$ cat src/rtl/score_render.sv
// Draws the 4-digit packed-BCD score as 5x7 glyphs on the raster, one snapshot per frame,
// with a blinking freeze of the display whenever the score crosses a 100-point milestone.
module score_render #(
  parameter int X0           = 560,
  parameter int Y0           = 16,
  parameter int SCALE_LOG2   = 1,
  parameter int FLASH_FRAMES = 8,
  parameter int LZ_BLANK     = 0
) (
  input  logic        clk,
  input  logic        rst,
  input  logic        game_tick,
  input  logic        game_start,
  input  logic        game_over,
  input  logic [15:0] score,
  input  logic [9:0]  hpos,
  input  logic [9:0]  vpos,
  output logic        pixel_on,
  output logic        flashing
);

  localparam int S   = 1 << SCALE_LOG2;
  localparam int SW  = (SCALE_LOG2 > 0) ? SCALE_LOG2 : 1;
  localparam int FCW = $clog2(6 * FLASH_FRAMES);
  localparam logic [9:0]     X_LO    = 10'(X0);
  localparam logic [9:0]     X_HI    = 10'(X0 + 24 * S);
  localparam logic [9:0]     Y_LO    = 10'(Y0);
  localparam logic [9:0]     Y_HI    = 10'(Y0 + 7 * S);
  localparam logic [SW-1:0]  SUB_MAX = SW'(S - 1);
  localparam logic [FCW-1:0] FC_LAST = FCW'(6 * FLASH_FRAMES - 1);

  typedef enum logic {NORMAL, FLASH} state_t;

  state_t         state_q, state_d;
  logic [15:0]    snap_q, snap_d, freeze_q, freeze_d;
  logic [FCW-1:0] fc_q, fc_d, fc_div;
  logic           trk_q, trk_d;
  logic [SW-1:0]  sub_q, sub_d;
  logic [2:0]     col_q, col_d;
  logic [1:0]     dig_q, dig_d;
  logic           pixel_on_q, pixel_on_d, flashing_q, flashing_d;

  logic           milestone;
  logic           x_in, y_in, load;
  logic           cur_trk;
  logic [SW-1:0]  cur_sub;
  logic [2:0]     cur_col, row;
  logic [1:0]     cur_dig;
  logic [9:0]     dy;
  logic [15:0]    disp;
  logic [3:0]     nib;
  logic [4:0]     row_bits;
  logic           flash_off, lead_zero, blank;

  function automatic logic [4:0] font_row(input logic [3:0] d, input logic [2:0] r);
    logic [34:0] g;
    case (d)
      4'd0:    g = 35'b01110_10001_10011_10101_11001_10001_01110;
      4'd1:    g = 35'b00100_01100_00100_00100_00100_00100_01110;
      4'd2:    g = 35'b01110_10001_00001_00010_00100_01000_11111;
      4'd3:    g = 35'b11111_00010_00100_00010_00001_10001_01110;
      4'd4:    g = 35'b00010_00110_01010_10010_11111_00010_00010;
      4'd5:    g = 35'b11111_10000_11110_00001_00001_10001_01110;
      4'd6:    g = 35'b00110_01000_10000_11110_10001_10001_01110;
      4'd7:    g = 35'b11111_00001_00010_00100_01000_01000_01000;
      4'd8:    g = 35'b01110_10001_10001_01110_10001_10001_01110;
      4'd9:    g = 35'b01110_10001_10001_01111_00001_00010_01100;
      default: g = '0;
    endcase
    case (r)
      3'd0:    return g[34:30];
      3'd1:    return g[29:25];
      3'd2:    return g[24:20];
      3'd3:    return g[19:15];
      3'd4:    return g[14:10];
      3'd5:    return g[9:5];
      3'd6:    return g[4:0];
      default: return 5'b0;
    endcase
  endfunction

  // Snapshot and flash FSM: game_over/game_start override any milestone on the same clk.
  always_comb begin
    snap_d    = game_tick ? score : snap_q;
    state_d   = state_q;
    fc_d      = fc_q;
    freeze_d  = freeze_q;
    milestone = game_tick && (score[7:0] == 8'h00) && (score != snap_q) && (score != 16'h0);
    if (game_over || game_start) begin
      state_d = NORMAL;
      fc_d    = '0;
    end else if (milestone) begin
      state_d  = FLASH;
      fc_d     = '0;
      freeze_d = score;
    end else if ((state_q == FLASH) && game_tick) begin
      if (fc_q == FC_LAST) begin
        state_d = NORMAL;
        fc_d    = '0;
      end else begin
        fc_d = fc_q + 1'b1;
      end
    end
    flashing_d = (state_d == FLASH);
  end

  // Column tracking: hpos==X0 loads the counters combinationally so the first glyph column
  // is usable on the same clk, keeping a single cycle of latency to pixel_on.
  always_comb begin
    x_in    = (hpos >= X_LO) && (hpos < X_HI);
    y_in    = (vpos >= Y_LO) && (vpos < Y_HI);
    load    = (hpos == X_LO) && y_in;
    cur_trk = load || trk_q;
    cur_sub = load ? '0 : sub_q;
    cur_col = load ? 3'd0 : col_q;
    cur_dig = load ? 2'd3 : dig_q;
    trk_d   = cur_trk;
    sub_d   = cur_sub;
    col_d   = cur_col;
    dig_d   = cur_dig;
    if (cur_trk) begin
      if (cur_sub == SUB_MAX) begin
        sub_d = '0;
        if (cur_col == 3'd5) begin
          col_d = 3'd0;
          if (cur_dig == 2'd0) trk_d = 1'b0;
          else                 dig_d = cur_dig - 2'd1;
        end else begin
          col_d = cur_col + 3'd1;
        end
      end else begin
        sub_d = cur_sub + 1'b1;
      end
    end
  end

  always_comb begin
    dy         = vpos - Y_LO;
    row        = 3'(dy >> SCALE_LOG2);
    disp       = (state_q == FLASH) ? freeze_q : snap_q;
    nib        = disp[{cur_dig, 2'b00} +: 4];
    fc_div     = fc_q / FCW'(FLASH_FRAMES);
    flash_off  = (state_q == FLASH) && fc_div[0];
    lead_zero  = (LZ_BLANK != 0) && (cur_dig != 2'd0) && ((disp >> {cur_dig, 2'b00}) == 16'h0);
    blank      = flash_off || (nib > 4'h9) || lead_zero;
    row_bits   = font_row(nib, row);
    pixel_on_d = x_in && y_in && cur_trk && (cur_col < 3'd5) && !blank &&
                 row_bits[3'd4 - cur_col];
  end

  always_ff @(posedge clk or posedge rst) begin
    if (rst) begin
      state_q    <= NORMAL;
      snap_q     <= 16'h0;
      freeze_q   <= 16'h0;
      fc_q       <= '0;
      trk_q      <= 1'b0;
      sub_q      <= '0;
      col_q      <= 3'd0;
      dig_q      <= 2'd0;
      pixel_on_q <= 1'b0;
      flashing_q <= 1'b0;
    end else begin
      state_q    <= state_d;
      snap_q     <= snap_d;
      freeze_q   <= freeze_d;
      fc_q       <= fc_d;
      trk_q      <= trk_d;
      sub_q      <= sub_d;
      col_q      <= col_d;
      dig_q      <= dig_d;
      pixel_on_q <= pixel_on_d;
      flashing_q <= flashing_d;
    end
  end

  assign pixel_on = pixel_on_q;
  assign flashing = flashing_q;

endmodule

$ cat config.mk
export PLATFORM = sky130hd
export DESIGN_NAME = score_render
export DESIGN_NICKNAME = d
export VERILOG_FILES = /design/src/rtl/score_render.sv
export SDC_FILE = /design/constraint.sdc
export NUM_CORES = 1
export LEC_CHECK = 0
export CAP_MARGIN = 5
export CORE_UTILIZATION = 51
export CTS_CLUSTER_SIZE = 14
export DETAILED_ROUTE_END_ITERATION = 6
export PLACE_DENSITY = 0.88
export SLEW_MARGIN = 15
export SYNTH_ARGS = -nofsm -noshare
export SYNTH_HDL_FRONTEND = slang
export SYNTH_SLANG_ARGS = --single-unit
export TNS_END_PERCENT = 10
$ cat constraint.sdc
create_clock -name clk -period 3 [get_ports clk]
set_clock_uncertainty 0.05 [all_clocks]
set_input_delay 0.6 -clock clk [delete_from_list [all_inputs] [get_ports clk]]
set_output_delay 0.6 -clock clk [all_outputs]
set_load 0.1 [all_outputs]
# Word level (Yosys, flattened, before mapping)
# Memories as Yosys holds them, arrays and structs flattened.
# Index checks and enable logic that the tools add are counted.
# W data, S select, Z words.
[word_totals] reg_bits=47 romBits=560 output_inout_bits=2 n_memories=1
[mem_list] memory="(name not given)" depth=16 word_bits=35 read_ports=1 rd_ports_with_merged_regs=0 wr=0 line="57" rtl="case (d)"
[op_classes] add_sub_neg=6 order_cmp=7 eq_ne=10 n_shift=1 muxes=28 bitwise_logic=1 reduce_logical=25
[op_table] operator="$pmux W5 S7" count=1
[op_table] operator="$mux W6" count=4
[op_table] operator="$mux W16" count=1
[op_table] operator="$ne A16 B16 Y1" count=1
[op_table] operator="$reduce_bool A16 Y1" count=1
[op_table] operator="$shiftx A16 B5 Y4" count=1
[op_table] operator="$logic_and A1 B1 Y1" count=13
[op_table] operator="$eq A3 B3 Y1 const B" count=4
[op_table] operator="$mux W1" count=12
[op_table] operator="$mux W3" count=4
[op_table] operator="$eq A10 B10 Y1 const B" count=1
[op_table] operator="$ge A10 B10 Y1 const B" count=1
[op_table] operator="$ge A10 B5 Y1 const B" count=1
[op_table] operator="$lt A10 B10 Y1 const B" count=1
[op_table] operator="$lt A10 B5 Y1 const B" count=1
[op_table] operator="$mux W2" count=5
[op_table] operator="$logic_not A8 Y1" count=1
[op_table] operator="$add A6 B1 Y6 const B" count=1
[op_table] operator="$eq A3 B2 Y1 const B" count=2
[op_table] operator="$eq A6 B6 Y1 const B" count=1
[op_table] operator="$reduce_bool A3 Y1" count=2
[op_table] operator="$gt A4 B4 Y1 const B" count=1
[op_table] operator="$lt A3 B4 Y1 const B" count=1
[op_table] operator="$reduce_and A2 Y1" count=2
[op_table] operator="other kinds (13)" count=15

# Depth between registers and ports, before layout
# Gate-level depths: netlist of the first run.
[logic_depth] ltp_word=10 depth_mapped=18 ltp_nobuf=16

# Worst setup path before layout of the first run
# No wires, ideal clock.
[synth_path] path_type="reg-to-reg" from="reg, netlist name flashing" to="reg pixel_on_q, in the netlist pixel_on" t_arrival_ns=3.746 t_required_ns=2.820 setup_slack_ns=-0.926 path_stages_with_launch=15 path_buffers=2 synth_period_minus_slack_ns=3.926 path_cell_list="dfrtp_1 buf_2 mux4_2 nor3b_1 or3_1 clkbuf_1 ha_1 mux2_2 a22oi_1 or3_1 o21ai_0 a31oi_1 o21ai_0 o311ai_0 o31ai_1"
[synth_rtl] item="end signal, assigned" line="172" rtl="pixel_on_q <= pixel_on_d;"
[synth_rtl] item="end, declared" line="41" rtl="logic pixel_on_q, pixel_on_d, flashing_q, flashing_d;"

# Worst setup path after layout of the first run
[layout_path] from="in vpos[6]" to="reg pixel_on_q, in the netlist pixel_on"
[layout_via] elab_chain_len=10
[layout_lines] item="start, declared" line="17" rtl="input logic [9:0] vpos,"
[layout_lines] item="$ge A10 B5 Y1 / $lt A10 B5 Y1 (equally long branches)" line="111" rtl="y_in = (vpos >= Y_LO) && (vpos < Y_HI);"
[layout_lines] item="$logic_and A1 B1 Y1 (*)" line="111"
[layout_lines] item="$logic_and A1 B1 Y1" line="112" rtl="load = (hpos == X_LO) && y_in;"
[layout_lines] item="$mux W2" line="116" rtl="cur_dig = load ? 2'd3 : dig_q;"
[layout_lines] item="$shiftx A16 B5 Y4" line="141" rtl="nib = disp[{cur_dig, 2'b00} +: 4];"
[layout_lines] item="$mem_v2 Z16 W35 / $gt A4 B4 Y1 (equally long branches)"
[layout_lines] item="$pmux W5 S7 / $logic_or A1 B1 Y1 (equally long branches)" line="70, 145"
[layout_lines] item="$bmux W1 S3 / $logic_not A1 Y1 (equally long branches)" line="148, 147"
[layout_lines] item="$mux W1 (not written as such) / $logic_and A1 B1 Y1 (equally long branches)" line="148, 147"
[layout_lines] item="$logic_and A1 B1 Y1 (*)" line="147" rtl="pixel_on_d = x_in && y_in && cur_trk && (cur_col < 3'd5) && !blank &&"
[layout_lines] item="named net pixel_on_d" line="41"
# The timed path passes the listed nets; every way through them passes the cells marked *. The select of a mux whose other input is x is not followed.
# A chain may end at the register's enable or synchronous reset.

==> results of run 1 <==
through the flow:
step	hold slack (ns)	setup TNS [ns]	setup slack [ns]
after floorplan	0.3977	-0.3699	-0.3699
after global placement	0.4161	-1.575	-1.053
after detailed placement	0.4153	-2.052	-1.192
after CTS	0.4399	-0.3641	-0.3641
after global routing	0.4726	-0.4691	-0.4691
final	0.4461	-0.3365	-0.3365
final timing paths:
path                                          from  cells after the start  slack, ns                      end
setup / recovery                           vpos[6]                     16      -0.34       pixel_on$_DFF_PP0_
hold / removal             freeze_q[4]$_DFFE_PP0P_                      1       0.45  freeze_q[4]$_DFFE_PP0P_
setup reg to reg              flashing$_DFFE_PP0P_                     15      -0.32       pixel_on$_DFF_PP0_
hold reg to reg            freeze_q[4]$_DFFE_PP0P_                      1       0.45  freeze_q[4]$_DFFE_PP0P_
max in group asynchronous                      rst                      3       1.58      fc_q[0]$_DFFE_PP0P_
min in group asynchronous                      rst                      2       0.63          trk_q$_DFF_PP0_
layout by cell type, fill, tap and decap left out, types with 3 or more instances in the layout:
cell / synthesis / final
nor2b_1: 5 / 5
xnor2_1: 5 / 5
nor2_1: 30 / 28
o31ai_1: 3 / 3
nand4_1: 5 / 5
mux4_2: 3 / 3
inv_2: 1 / 4
xor2_1: 21 / 21
mux2i_1: 8 / 8
nor3b_1: 4 / 4
mux2_2: 27 / 25
a21oi_1: 13 / 12
inv_1: 12 / 9
or3_1: 7 / 5
ha_4: 0 / 4
o21ai_1: 4 / 6
nor4_1: 8 / 8
buf_4: 0 / 64
a31oi_1: 5 / 5
clkdlybuf4s50_1: 0 / 20
clkbuf_8: 0 / 7
buf_6: 2 / 7
nor3_1: 7 / 7
nand2b_1: 4 / 4
dlygate4sd2_1: 0 / 10
o21ai_0: 15 / 12
dfrtp_1: 47 / 46
nand3b_1: 3 / 3
a22oi_1: 5 / 3
and2_1: 9 / 9
nand2_1: 25 / 22
ha_1: 11 / 7
o211ai_1: 5 / 5
nand3_1: 9 / 7
flip-flops by register name, indices dropped and copies added (netlist names):
name	cells
col_q	3
dig_q	2
fc_q	6
flashing	1
freeze_q	16
pixel_on	1
snap_q	16
sub_q	1
trk_q	1
cell usage after synthesis, types with 2 or more instances:
cell      number  area, um2
dfrtp_1       47       1176
nor2_1        30      112.6
mux2_2        27      304.0
nand2_1       25      93.84
xor2_1        21      183.9
o21ai_0       15      75.07
a21oi_1       13      65.06
inv_1         12      45.04
clkbuf_1      11      41.29
ha_1          11      137.6
and2_1         9      56.30
nand3_1        9      45.04
mux2i_1        8      80.08
nor4_1         8      50.05
nor3_1         7      35.03
or3_1          7      43.79
a22oi_1        5      37.54
a31oi_1        5      31.28
buf_2          5      25.02
nand4_1        5      31.28
nor2b_1        5      31.28
o211ai_1       5      37.54
xnor2_1        5      43.79
nand2b_1       4      25.02
nor3b_1        4      30.03
o21ai_1        4      20.02
mux4_2         3      67.56
nand3b_1       3      22.52
o31ai_1        3      22.52
a221oi_2       2      30.03
a311oi_1       2      17.52
a31o_1         2      17.52
a32oi_1        2      17.52
a41o_1         2      20.02
and3b_1        2      17.52
buf_6          2      22.52
nor4_2         2      25.02
kinds of logic (layout without fill, tap and decap cells):
family          after synthesis  count (layout)  synth area share, %
mux                          38              38                13.37
buf+inv                      31             129                4.074
xor+xnor                     26              26                6.741
fa+ha+maj                    11              11                4.074
flops                        47              47                34.81
simple gates                127             127                20.33
compound gates               76              76                16.59
layout make-up:
class / count / share of cell area, %
clock buffers: 8 / 2.183
repair buffers: 108 / 20.11
multi-input cells: 278 / 48.80
inverters: 13 / 1.064
well taps: 77 / 2.102
flip-flops and latches: 47 / 25.74
power by group through the flow:
stage | clock, mW | combinational, mW | sequential (mW)
2_1_floorplan | 0 | 0.235 | 0.686
3_3_place_gp | 0 | 0.419 | 0.690
3_5_place_dp | 0 | 0.431 | 0.693
4_1_cts | 0.424 | 0.456 | 0.680
5_1_grt | 0.451 | 0.508 | 0.683
6_report | 0.418 | 0.475 | 0.680
metal layers:
layer	part of all wire, %	wire length [um]
met1	39	3764
met2	53	5163
met3	4.6	449
met4	3.6	352
met5	0	0
worst max-delay path, stage by stage:
cell	delay, ns
buf_6	0.09
nor4_4	0.25
nand3b_1	0.14
buf_6	0.15
nor3_4	0.22
mux2_4	0.35
nor2_4	0.15
buf_6	0.13
ha_4	0.12
nor4bb_4	0.25
nand2_2	0.12
a2111oi_4	0.33
a31oi_1	0.11
a31o_1	0.25
a31o_1	0.17
o31ai_1	0.06
timing repair:
item | CTS | global route
gates resized for setup | 62 | 11
buffers inserted | 5 | 2
setup endpoints to repair | 1 | 1
pin swaps | 24 | 12
==> summary.txt, run 1 <==
Clock Latency Late Sink: 0.30 ns
Worst-path clk slew: 0.09 ns
Placed inst area: 4320 um2
Fill count: 437
Clock power frac: 26.6%
Fin crit period: 3.336 ns
Aggregate global-route resource usage: 29.45%
Peak VDD IR: 0.4175 mV
Synth Warn #: 0
Largest net degree at the start of global routing: 31
CTS Hold Bufs: 0
Via count of the first global-routing pass: 3478
Tightest Pin Transition: 0.6281 ns
Fin cells: 531
Fin. Hold Viols: 0
Die area: 6953 um2
Sequential power share: 43.3%
Final core utilization: 71.79%
Post-synth top flop: dfrtp_1
Initial antenna violation count: 0
Leakage power figure: 1.958 nW
H-tree levels: 2
Register bit total from synthesis: 47
Yosys cell types: 61
Io pins: 43
Failing checks: setup timing
Power after layout: 1.573 mW
FF+latch area: 1180 um2
Slew Limit Fails: 0
N_diodes: 0
Die height: 83.39 um
Post-detail-place hpwl: 7117 um
Max Fclk: 0.2997 GHz
Via count: 3289
Clk buf depth: 2
Clock tree from TritonCTS: yes
PortBufs: 41
Switching Power: 0.4683 mW
Gpl congestion: 0.9296
Routed Antenna Nets: 0
RSZ-0062 raised after global routing: true
Die W: 83.39 um
Comb power frac: 30.2%
Endpoints failing setup: 1
CTS Sinks: 47
Required @ worst endpoint: 3.17 ns
NumNets Final: 505
Sw frac: 29.77%
Cell Int Power: 1.105 mW
Syn Std Cell Area: 3378 um2
Post-synth ARST share: 100.0%
HP Class: reg -> reg
EDFF count, synth: 0
Share of layout cells above drive strength 1: 32.82%
1st-iter DRT viols: 176
Max_slew headroom: 58.06%
Setup crit start kind: input port
Remaining DRCs: 0
Seq/Total Area, Yosys: 34.81%
Total grt overflow: 0
Placed insts: 516
Post-Syn Area per Cell: 9.489 um2
Final worst setup slack: -0.3365 ns
Starting density of the core: 52.90%
Global Route met2 Usage: 53.58%
WL/cell: 18.32 um
Met1 Use GR: 32.41%
Max cap viols: 0
WS Path Type: in -> reg
Area Growth Syn to Fin: 35.70%
Final instance area: 4584 um2
Net Count, Synth: 408
Clock Tree Root: clkbuf_8
Pwr/cell area: 343.2 nW/um2
Status: finished with violations
Total clock buffers created by CTS: 5
DRT Pass-1 Iters: 4
Worst Path Max Fanout: 4
Multi-input gate area: 2237 um2
Period utilisation layout: 111.2%
Arr. time, crit path: 3.50 ns
Row count: 29
First-pass GRT wire length: 16330 um
Cell count after synthesis: 356
Met3 Track Usage GR: 5.169%
Critical Path Sink Type: flip-flop
Routed vias/inst: 6.194
Core Area: 6386 um2
GRT busiest layer: met2
Total Wirelength: 9729 um
Power figures use the tool's default switching activity.
==> run 2: changes to the inputs <==
PLACE_DENSITY = 0.8   (was 0.88)
==> run 2 against run 1 <==
Effect of this change: the flow still finishes with violations (setup timing); sequential cell count stayed put; final area rose by 1.2%; clock power rose by 15%; non-clock buffer count grew 7; hold slack got worse by 0.0040 ns; maximum frequency down 1.6%; core utilization is 0.84 points higher; critical path type unchanged; largest cell class unchanged.
==> summary.txt, run 2 (synthesis gave the netlist of run 1 again) <==
GRT busiest layer: met2
Area Growth Syn to Fin: 37.30%
Pwr/cell area: 354.7 nW/um2
CTS Hold Bufs: 0
Initial antenna violation count: 0
N_diodes: 0
Share of layout cells above drive strength 1: 34.49%
Post-detail-place hpwl: 6916 um
Arr. time, crit path: 3.54 ns
Reg2reg setup slack: -0.20 ns
Slew Limit Fails: 0
Largest regs: freeze_q x16, snap_q x16, fc_q x6
Clock tree from TritonCTS: yes
Fin cells: 538
Global Route met2 Usage: 50.82%
Core Area: 6386 um2
RSZ-0062 raised after global routing: true
Clock Latency Late Sink: 0.31 ns
Period utilisation layout: 113.0%
HP Class: reg -> reg
Via count: 3288
Most frequent cells in the layout: 74 x buf_4, 46 x dfrtp_1, 28 x nor2_1
Met1 Use GR: 34.47%
Hold path startpoint: freeze_q[2]$_DFFE_PP0P_
Die height: 83.39 um
WS Path Type: in -> reg
Die area: 6953 um2
Largest net degree at the start of global routing: 30
Total grt overflow: 0
Worst Path Max Fanout: 4
Remaining DRCs: 0
PortBufs: 41
Worst-path clk slew: 0.10 ns
Total Wirelength: 9856 um
Setup crit start kind: input port
Hold endpoint: freeze_q[2]$_DFFE_PP0P_
Row count: 29
Routed Antenna Nets: 0
Failing checks: setup timing
Status: finished with violations
NumNets Final: 512
Placed insts: 520
Fin. Hold Viols: 0
H-tree levels: 2
Final hold slack: 0.4421 ns
Critical Path Sink Type: flip-flop
Fin crit period: 3.389 ns
Hold Path Depth: 1
Endpoints failing setup: 1
Placement Setup Slack: -1.034 ns
Post-Route Setup TNS: -0.3891 ns
Tightest Pin Transition: 0.6311 ns
Via count of the first global-routing pass: 3354
1st-iter DRT viols: 194
Most common cell after layout, fill and taps aside: buf_4
DRT Pass-1 Iters: 7
Io pins: 43
First-pass GRT wire length: 15920 um
Max_slew headroom: 57.86%
Routed vias/inst: 6.112
WL/cell: 18.32 um
Required @ worst endpoint: 3.15 ns
CTS Sinks: 47
Worst r2r src: flashing$_DFFE_PP0P_
Total clock buffers created by CTS: 5
Max Fclk: 0.2951 GHz
Die W: 83.39 um
Gpl congestion: 0.9288
Aggregate global-route resource usage: 28.46%
Peak VDD IR: 0.2504 mV
Power after layout: 1.645 mW
Starting density of the core: 52.90%
Final worst setup slack: -0.3891 ns
Met3 Track Usage GR: 3.479%
Leakage power figure: 1.978 nW
Clock Tree Root: clkbuf_8
Clk buf depth: 2
Max cap viols: 0
Reg2reg path depth: 12
Reg2reg end: pixel_on$_DFF_PP0_
run 2: cell types whose count changed in the layout (fill, tap and decap cells not counted), sizes merged:
cell,delta
clkdlybuf4s15,+1
bufinv,+1
inv,+1
clkinvlp,+1
buf,+7
clkbuf,-3
dlygate4sd2,-1
run 2: worst max-delay path by stage:
stage | startpoint | endpoint | slack [ns] | cells after the start
after floorplan | hpos[8] | pixel_on$_DFF_PP0_ | -0.37 | 16
after global placement | hpos[8] | pixel_on$_DFF_PP0_ | -0.97 | 15
after detailed placement | hpos[0] | pixel_on$_DFF_PP0_ | -1.03 | 15
after CTS | vpos[5] | pixel_on$_DFF_PP0_ | -0.27 | 16
after global routing | hpos[2] | pixel_on$_DFF_PP0_ | -0.62 | 18
final | vpos[5] | pixel_on$_DFF_PP0_ | -0.39 | 18
run 2: metal layers:
metal	vias up	share of wire, %
met4	0	3.5
met3	31	4.9
li1	1523	-
met1	1600	40
met2	134	52
met5	-	0
run 2: stage by stage:
stage / util [%] / instance area (um2)
final: 72.63 / 4638
after global routing: 72.63 / 4638
after CTS: 71.16 / 4544
after detailed placement: 67.93 / 4338
after global placement: 67.93 / 4338
after floorplan: - / 3440
run 2: report_power, final:
| group | switching [mW] | internal (mW) | total, mW | leakage [nW] |
|---|---|---|---|---|
| Clock | 0.230 | 0.251 | 0.481 | 0.0548 |
| Combinational | 0.240 | 0.243 | 0.483 | 1.32 |
| Sequential | 0.0234 | 0.657 | 0.681 | 0.608 |
run 2: repair_timing:
| action | CTS | global route |
|---|---|---|
| gates cloned | 0 | 0 |
| endpoints found under the setup margin | 1 | 1 |
| setup buffers | 6 | 4 |
| gates resized for setup | 59 | 15 |
| pin swaps | 20 | 15 |
run 2: critical path, stage by stage:
cell and delay, ns:
buf_6 0.10, nor4_4 0.25, nand3b_1 0.25, nor3_4 0.30, mux2_4 0.36, nor2_4 0.20
inv_4 0.08, ha_4 0.17, buf_4 0.13, nand3_1 0.07, a21oi_1 0.08, a21oi_1 0.15
nor2_1 0.07, a31oi_2 0.20, o32ai_2 0.13, a32oi_1 0.16, a31o_1 0.17, o31ai_1 0.06
run 2: layout make-up:
class                           count  area [um2]
Multi-Input combinational cell    278        2251
Fill cell                         440        1748
Sequential cell                    47        1180
Timing Repair Buffer              115       944.7
Tap cell                           77       96.34
Clock buffer                        5       68.82
Inverter                           13       51.30
Clock inverter                      3       46.29
==> run 3: changes to the inputs <==
CORE_UTILIZATION = 48   (was 51)
MAX_ROUTING_LAYER = met4   (was not set)
PLACE_DENSITY = 0.76   (was 0.8)
==> run 3 against run 2 <==
Effect of this change: worst setup slack better by 0.13 ns; die area is 6.1% higher; the run still ends with setup timing left; maximum frequency is 4.1% higher; combinational power is 3% lower; critical path depth is 3 lower; sequential cell count stayed put; final area hardly changed; via count is 5.1% lower; critical path type unchanged; register-to-register slack better by 0.08 ns; sequential power hardly changed.
==> summary.txt, run 3 (synthesis gave the netlist of run 1 again) <==
Die height: 85.89 um
Setup crit start kind: input port
Crit path launch: vpos[7]
Delay-heaviest family, CP: simple AND/OR/NAND/NOR gates
Reg2reg end: pixel_on$_DFF_PP0_
1st-iter DRT viols: 197
Fill count: 543
Max Fclk: 0.3071 GHz
Required @ worst endpoint: 3.14 ns
Placement Setup Slack: -1.094 ns
First-pass GRT wire length: 15190 um
NumNets Final: 510
Routed vias/inst: 5.622
PortBufs: 41
Most frequent cells in the layout: 72 x buf_4, 46 x dfrtp_1, 28 x nor2_1
Gpl congestion: 0.9084
H-tree levels: 2
Row count: 30
Fin crit period: 3.257 ns
Slew Limit Fails: 0
Via count: 3120
Fin. Hold Viols: 0
WL/cell: 16.35 um
Arr. time, crit path: 3.40 ns
DRT Pass-1 Iters: 4
Max_slew headroom: 69.13%
RSZ-0062 raised after global routing: true
Max stage delay on crit path: 0.43 ns
HP Class: reg -> reg
Share of layout cells above drive strength 1: 32.90%
Die area: 7377 um2
WS Path Type: in -> reg
Worst-path clk slew: 0.09 ns
Core Area: 6794 um2
Worst-path cell chain: buf_6 -> nor4_4 -> nand3b_1 -> nor3_4 -> nor3b_1 -> or3_1 -> ha_4 -> inv_1 -> a22oi_2 -> a21oi_1 -> a32o_1 -> a311o_1 -> o211ai_1 -> a31o_1 -> o31ai_1
Final worst setup slack: -0.2565 ns
WP buf/inv: 2
Tightest Pin Transition: 0.4597 ns
Critical path depth: 15
Failing checks: setup timing
Critical Path Sink Type: flip-flop
Area Growth Syn to Fin: 37.37%
CTS Sinks: 47
N_diodes: 0
Reg2reg setup slack: -0.12 ns
Status: finished with violations
Max cap viols: 0
Reg2reg path depth: 12
Io pins: 43
Peak VDD IR: 0.4026 mV
Period utilisation layout: 108.6%
Multi-input gate area: 2228 um2
Clock Tree Root: clkbuf_8
Slowest-stage cell, CP: or3_1
Total clock buffers created by CTS: 5
Via count of the first global-routing pass: 3150
Leakage power figure: 1.990 nW
Aggregate global-route resource usage: 26.85%
Clock tree from TritonCTS: yes
Largest net degree at the start of global routing: 26
Remaining DRCs: 0
Starting density of the core: 49.72%
Post-detail-place hpwl: 6780 um
Pwr/cell area: 354.5 nW/um2
Largest regs: freeze_q x16, snap_q x16, fc_q x6
Total grt overflow: 0
Die W: 85.89 um
Clk buf depth: 2
Worst Path Max Fanout: 4
Worst setup path endpoint: pixel_on$_DFF_PP0_
Worst r2r src: flashing$_DFFE_PP0P_
Total Wirelength: 9073 um
FF+latch area: 1180 um2
Most common cell after layout, fill and taps aside: buf_4
Post-Route Setup TNS: -0.2565 ns
Initial antenna violation count: 0
Endpoints failing setup: 1
Routed Antenna Nets: 0
Clock Latency Late Sink: 0.30 ns
CTS Hold Bufs: 0
run 3: repair_timing:
item | CTS | global route
buffers inserted | 7 | 3
gates resized for setup | 58 | 12
pin swaps | 22 | 12
setup endpoints to repair | 1 | 1
endpoints found under the hold margin | 0 | 0
run 3: layout make-up:
class	instances	share of cell area (%)
sequential	47	25.42
clock buffer	6	1.779
tap	96	2.588
multi-input combinational	278	48.02
inverter	13	1.105
clock inverter	2	0.8358
timing repair buffer	113	20.25
run 3: layer usage:
metal  track usage (%)  part of all wire, %  up-vias
li1                  -                    -     1514
met3             3.946                  4.0       14
met5                 -                    0        -
met1             32.55                   44     1513
met2             47.19                   51       79
met4             6.212                  1.3        0
run 3: power breakdown:
| part | total, mW | internal (mW) | switching (mW) |
|---|---|---|---|
| clock | 0.498 | 0.274 | 0.224 |
| combinational | 0.468 | 0.239 | 0.229 |
| sequential | 0.679 | 0.657 | 0.0218 |
run 3: worst min-delay path by stage:
stage	to	cells after the start	start
floorplan	freeze_q[3]$_DFFE_PP0P_	1	freeze_q[3]$_DFFE_PP0P_
global placement	freeze_q[4]$_DFFE_PP0P_	1	freeze_q[4]$_DFFE_PP0P_
detailed placement	freeze_q[5]$_DFFE_PP0P_	1	freeze_q[5]$_DFFE_PP0P_
CTS	freeze_q[5]$_DFFE_PP0P_	1	freeze_q[5]$_DFFE_PP0P_
global route	freeze_q[15]$_DFFE_PP0P_	1	freeze_q[15]$_DFFE_PP0P_
finish	freeze_q[5]$_DFFE_PP0P_	1	freeze_q[5]$_DFFE_PP0P_
run 3: through the flow:
| step | instance area [um2] | hold WS, ns | power, mW | cells | utilization [%] |
|---|---|---|---|---|---|
| 2_1_floorplan | 3440 | 0.3977 | 0.9216 | 356 | - |
| 3_3_place_gp | 4347 | 0.4159 | 1.117 | 537 | 63.98 |
| 3_5_place_dp | 4347 | 0.4214 | 1.122 | 537 | 63.98 |
| 4_1_cts | 4557 | 0.4477 | 1.630 | 552 | 67.07 |
| 5_1_grt | 4641 | 0.4662 | 1.719 | 555 | 68.31 |
| 6_report | 4641 | 0.4452 | 1.645 | 555 | 68.31 |
==> edit 1, RTL diff (config.mk and constraints of run 3) <==
`FLASH_FRAMES`: 8 -> 16.
--- a/src/rtl/score_render.sv
+++ b/src/rtl/score_render.sv
@@ -5,5 +5,5 @@
   parameter int Y0           = 16,
   parameter int SCALE_LOG2   = 1,
-  parameter int FLASH_FRAMES = 8,
+  parameter int FLASH_FRAMES = 16,
   parameter int LZ_BLANK     = 0
 ) (
Function: no difference found for any inputs over 10 cycles, from zero or initial values and one cycle with rst high; that may be too few to reach the edited logic, so the function may still have changed.
==> edit 1 against run 3 <==
The run still ends with setup timing left. Via count rose by 4.0%. Area after synthesis rose by 1.3%. Routed wire length rose by 6.3%. Final area fell by 1.4%. Sequential cell count rose by 1. Total power fell by 4.2%. Worst setup slack got worse by 0.058 ns. Sequential share of layout area rose by 0.85 points. Combinational power rose by 5.3%.
==> edit 1: results (changes against run 3) <==
- Outcome: finished, violations left
- Violated checks: setup timing
- Leak pwr: 1.899 nW (-4.6%)
- First-pass GRT wire length: 15.53 mm (+2.3%)
- Via count: 3245 (+4.0%)
- Most area-consuming cells after synthesis: dfrtp_1 (35%), mux2_2 (8.9%), xnor2_1 (4.6%), ha_1 (4.0%), nand2_1 (3.4%)
- Sw Share: 31.05% (+2.2 points)
- Worst-margin pin slew: 0.6234 ns (+0.1637 ns)
- Hold path start: freeze_q[1]$_DFFE_PP0P_
- Vias in the first global route: 3162 (+0.38%)
- H-tree depth: 2 (unchanged)
- Final GP Congestion: 1.061 (+17%)
- Share of cells above drive strength 1: 31.95% (-0.95 points)
- Critical-path maximum fanout: 6 (+2)
- Net Switching: 0.4894 mW (+3.1%)
- Final setup fails: 1 (unchanged)
- Biggest regs: freeze_q (16), snap_q (16), fc_q (7)
- Initial antenna violation count: 0 (unchanged)
- Total global-route track usage: 27.66% (+0.81 points)
- CP startpoint: vpos[2]
- CP Data Arrival Time: 3.46 ns (+0.06 ns)
- Max IR drop VDD: 0.2826 mV (-30%)
- Gate power share: 31.3% (+2.8 points)
- Iteration-0 DRC Markers: 257 (+30%)
- # diodes: 0 (unchanged)
- Power in the clock group: 0.389 mW (-22%)
- Hold Crit Endpoint: freeze_q[1]$_DFFE_PP0P_
- # fillers: 551 (+1.5%)
- Pre-antenna DRT Iters: 5 (+1)
- Synth Area in Compound Gates: 17.29% (+0.70 points)
- Setup WS pre-CTS: -1.001 ns (+0.09316 ns)
- R2R setup slack: -0.10 ns (+0.02 ns)
- Post-Synth Adder-Cell Area: 4.020% (-0.054 points)
- Syn nets: 415 (+1.7%)
- Sequential area share after synthesis: 35.09% (+0.27 points)
- Mux cell area share after synthesis: 14.44% (+1.1 points)
- Clock Pin Slew Worst Setup and Hold Paths: 0.09 ns (about the same)
- Yosys warns: 0 (unchanged)
- CP peak stage delay: 0.49 ns (+0.06 ns)
- Crit-path leading delay family: compound AO/OA/AOI/OAI gates
- Detailed Place HPWL: 7.294 mm (+7.6%)
- Hold_buf cts: 0 (unchanged)
- R2R Path Start: dig_q[0]$_DFF_PP0_
- DRT Wirelength: 9.648 mm (+6.3%)
- Xor-xnor portion of the synthesized cell area: 5.885% (-0.86 points)
- Final nets: 508 (-0.39%)
- Largest net degree at the start of global routing: 49 (+88%)
- Post-synth top cells: dfrtp_1 (48), nand2_1 (31), mux2_2 (27)
- Root buffer cell: clkbuf_8
- Worst path slowest cell: clkdlybuf4s50_1
- Worst setup margin: -0.3141 ns (-0.05757 ns)
- CTS buffer count: 5 (unchanged)
## edit 1: layout make-up
| cell class | count | area (um^2) | share of cell area (%) |
|---|---|---|---|
| multi-input combinational | 284 | 2232 | 48.78 |
| sequential | 48 | 1202 | 26.28 |
| timing repair buffer | 104 | 879.6 | 19.22 |
| tap | 96 | 120.1 | 2.625 |
| clock buffer | 6 | 72.57 | 1.586 |
| inverter | 13 | 56.30 | 1.231 |
| clock inverter | 2 | 12.51 | 0.2734 |
## edit 1: routing by layer
| layer | track usage [%] | wire length [um] | share of wire [%] | vias up |
|---|---|---|---|---|
| met4 | 8.333 | 238 | 2.5 | 0 |
| met3 | 5.238 | 527 | 5.5 | 24 |
| met1 | 36.01 | 4275 | 44 | 1552 |
| met5 | - | 0 | 0 | - |
| met2 | 44.01 | 4607 | 48 | 146 |
| li1 | - | - | - | 1523 |
## edit 1: cells by family (layout without fill, tap and decap cells)
family / after synthesis / after routing
flip-flops: 48 / 48
XOR/XNOR: 23 / 23
AND/OR/NAND/NOR: 124 / 124
buffers and inverters: 31 / 125
adder cells (fa/ha/maj): 11 / 11
AO/OA/AOI/OAI: 85 / 85
multiplexers: 41 / 41
## edit 1: timing repair
action	CTS	global route
endpoints found under the setup margin	1	1
buffers inserted	3	2
pin swaps	16	10
gates resized for setup	39	17
## edit 1: metrics by stage
stage / hold WS [ns] / area (um^2) / utilization [%] / cells / TNS [ns]
6_report: 0.4457 / 4576 / 66.98 / 553 / -0.3141
5_1_grt: 0.4631 / 4576 / 66.98 / 553 / -0.3959
3_5_place_dp: 0.4225 / 4319 / 63.22 / 541 / -1.666
3_3_place_gp: 0.4151 / 4319 / 63.22 / 541 / -1.233
2_1_floorplan: 0.3977 / 3438 / - / 363 / -0.4595
4_1_cts: 0.4483 / 4477 / 65.53 / 551 / -0.3305
==> edit 2, RTL diff (flow settings as in run 3) <==
Made on the original files. `fc_q` no longer has a reset.
--- a/src/rtl/score_render.sv
+++ b/src/rtl/score_render.sv
@@ -154,5 +154,4 @@
       snap_q     <= 16'h0;
       freeze_q   <= 16'h0;
-      fc_q       <= '0;
       trk_q      <= 1'b0;
       sub_q      <= '0;
@@ -165,5 +164,4 @@
       snap_q     <= snap_d;
       freeze_q   <= freeze_d;
-      fc_q       <= fc_d;
       trk_q      <= trk_d;
       sub_q      <= sub_d;
@@ -175,4 +173,8 @@
   end
 
+  always_ff @(posedge clk) begin
+    fc_q <= fc_d;
+  end
+
   assign pixel_on = pixel_on_q;
   assign flashing = flashing_q;
Check against the original RTL: same outputs for any inputs over 10 cycles, from zero or initial values and one cycle with rst high; that may be too few to reach the edited logic, so the function may still have changed.
==> edit 2 against run 3 <==
Final area fell by 0.57%. Non-clock buffer count rose by 9. Final cell count fell by 0.72%. Sequential power barely moved. Sequential cell count did not move. Register-to-register slack got worse by 0.06 ns. Total power fell by 4.6%. Count of clock-buffer cells in the layout did not move. Worst setup slack got worse by 0.33 ns. Via count rose by 3.6%. Critical endpoint unchanged. Area after synthesis fell by 1.1%. The flow still finishes with violations (setup timing). Sequential share of layout area fell by 0.51 points. Synthesized cell count rose by 1.1%. Routed wire length rose by 3.4%.
==> edit 2: results (changes against run 3) <==
- Total global-route track usage: 26.89% (+0.045 points)
- Worst path slowest cell: or4_1
- Post-Synth Adder-Cell Area: 4.118% (+0.044 points)
- CP peak stage delay: 0.50 ns (+0.07 ns)
- Sequential area share after synthesis: 34.29% (-0.52 points)
- Xor-xnor portion of the synthesized cell area: 6.552% (-0.19 points)
- Worst setup margin: -0.5848 ns (-0.3283 ns)
- Setup WS pre-CTS: -1.162 ns (-0.06759 ns)
- Final Non-Filler Cells: 551 (-0.72%)
- Iteration-0 DRC Markers: 138 (-30%)
- First-pass GRT wire length: 14.97 mm (-1.4%)
- Biggest regs: freeze_q (16), snap_q (16), fc_q (6)
- DRT met1 WL: 3.815 mm (-4.1%)
- Clock Tree Buf Depth: 2 (unchanged)
- Final setup TNS: -0.5848 ns (-0.3283 ns)
- DRT Wirelength: 9.379 mm (+3.4%)
- Synth Area in Compound Gates: 15.28% (-1.3 points)
- Final GP Congestion: 1.005 (+11%)
- Mux cell area share after synthesis: 14.90% (+1.5 points)
- Final nets: 522 (+2.4%)
- Share of cells above drive strength 1: 33.33% (+0.44 points)
- Via count: 3232 (+3.6%)
- Syn nets: 412 (+0.98%)
- Violated checks: setup timing
- Most area-consuming cells after synthesis: dfrtp_1 (31%), mux2_2 (9.4%), xor2_1 (5.2%), mux2i_1 (4.8%), ha_1 (4.1%)
- Grt met1 use: 31.38% (-1.2 points)
- Routing usage on met3: 2.335% (-1.6 points)
- Vias in the first global route: 3139 (-0.35%)
- Detailed Place HPWL: 7.199 mm (+6.2%)
- Netlist cell types: 59 (-3.3%)
- Mapped Cells: 360 (+1.1%)
- Crit-path leading delay family: compound AO/OA/AOI/OAI gates
- Slew headroom: 54.94% (-14 points)
- Outcome: finished, violations left
- H-tree depth: 2 (unchanged)
- Placed cells: 535 (-0.37%)
- Met3 WL: 373 um (+3.0%)
- Met2 usage: 46.76% (-0.42 points)
- Share of flip-flops with an asynchronous set or reset: 87.23% (-13 points)
- Placed standard-cell area: 4349 um^2 (about the same)
- Post_cts resized: 19 (-67%)
- Max IR drop VDD: 0.2840 mV (-29%)
- Post-synth top cells: dfrtp_1 (41), nand2_1 (35), nor2_1 (31)
- # fillers: 521 (-4.1%)
- Number of setup buffers added after CTS: 4 (-3)
- Leak pwr: 1.940 nW (-2.5%)
- CP Data Arrival Time: 3.74 ns (+0.34 ns)
- Final setup fails: 1 (unchanged)
- Largest net degree at the start of global routing: 19 (-27%)
edit 2: changes by cell type after synthesis, sizes merged, moves of 4 or more:
cell          run 3  this run
a22oi             5         1
a31oi             5         1
dfrtp            47        41
dfxtp             0         6
mux2i             8        16
nand2            25        35
nand3             9        14
o21ai            19        13
or3               7         3
edit 2: worst paths after layout:
kind,end,start,slack [ns],cells past startpoint
worst max register to register,pixel_on$_DFF_PP0_,dig_q[0]$_DFF_PP0_,-0.18,13
worst max-delay path,pixel_on$_DFF_PP0_,hpos[0],-0.58,14
max in group asynchronous,freeze_q[15]$_DFFE_PP0P_,rst,1.64,3
worst min register to register,fc_q[1]$_SDFFE_PP0P_,fc_q[1]$_SDFFE_PP0P_,0.43,2
min in group asynchronous,freeze_q[3]$_DFFE_PP0P_,rst,0.64,2
worst min-delay path,fc_q[1]$_SDFFE_PP0P_,fc_q[1]$_SDFFE_PP0P_,0.43,2
edit 2: where the power goes:
| group | leakage [nW] | internal, mW | switching [mW] |
|---|---|---|---|
| combinational | 1.33 | 0.258 | 0.238 |
| sequential | 0.567 | 0.657 | 0.0248 |
| clock | 0.0418 | 0.168 | 0.225 |
edit 2: kinds of logic (layout without fill, tap and decap cells):
group	Yosys count	after routing
mux	45	45
buf+inv	30	141
compound gates	68	68
simple gates	134	134
flops	47	47
xor+xnor	25	25
fa+ha+maj	11	11
edit 2: cell type report:
type | instances | area (um^2) | share of cell area (%)
multi-input combinational | 283 | 2196 | 47.59
inverter | 11 | 42.54 | 0.9219
timing repair buffer | 122 | 1037 | 22.48
sequential | 47 | 1150 | 24.92
clock inverter | 2 | 16.27 | 0.3525
clock buffer | 6 | 72.57 | 1.573
tap | 80 | 100.1 | 2.169
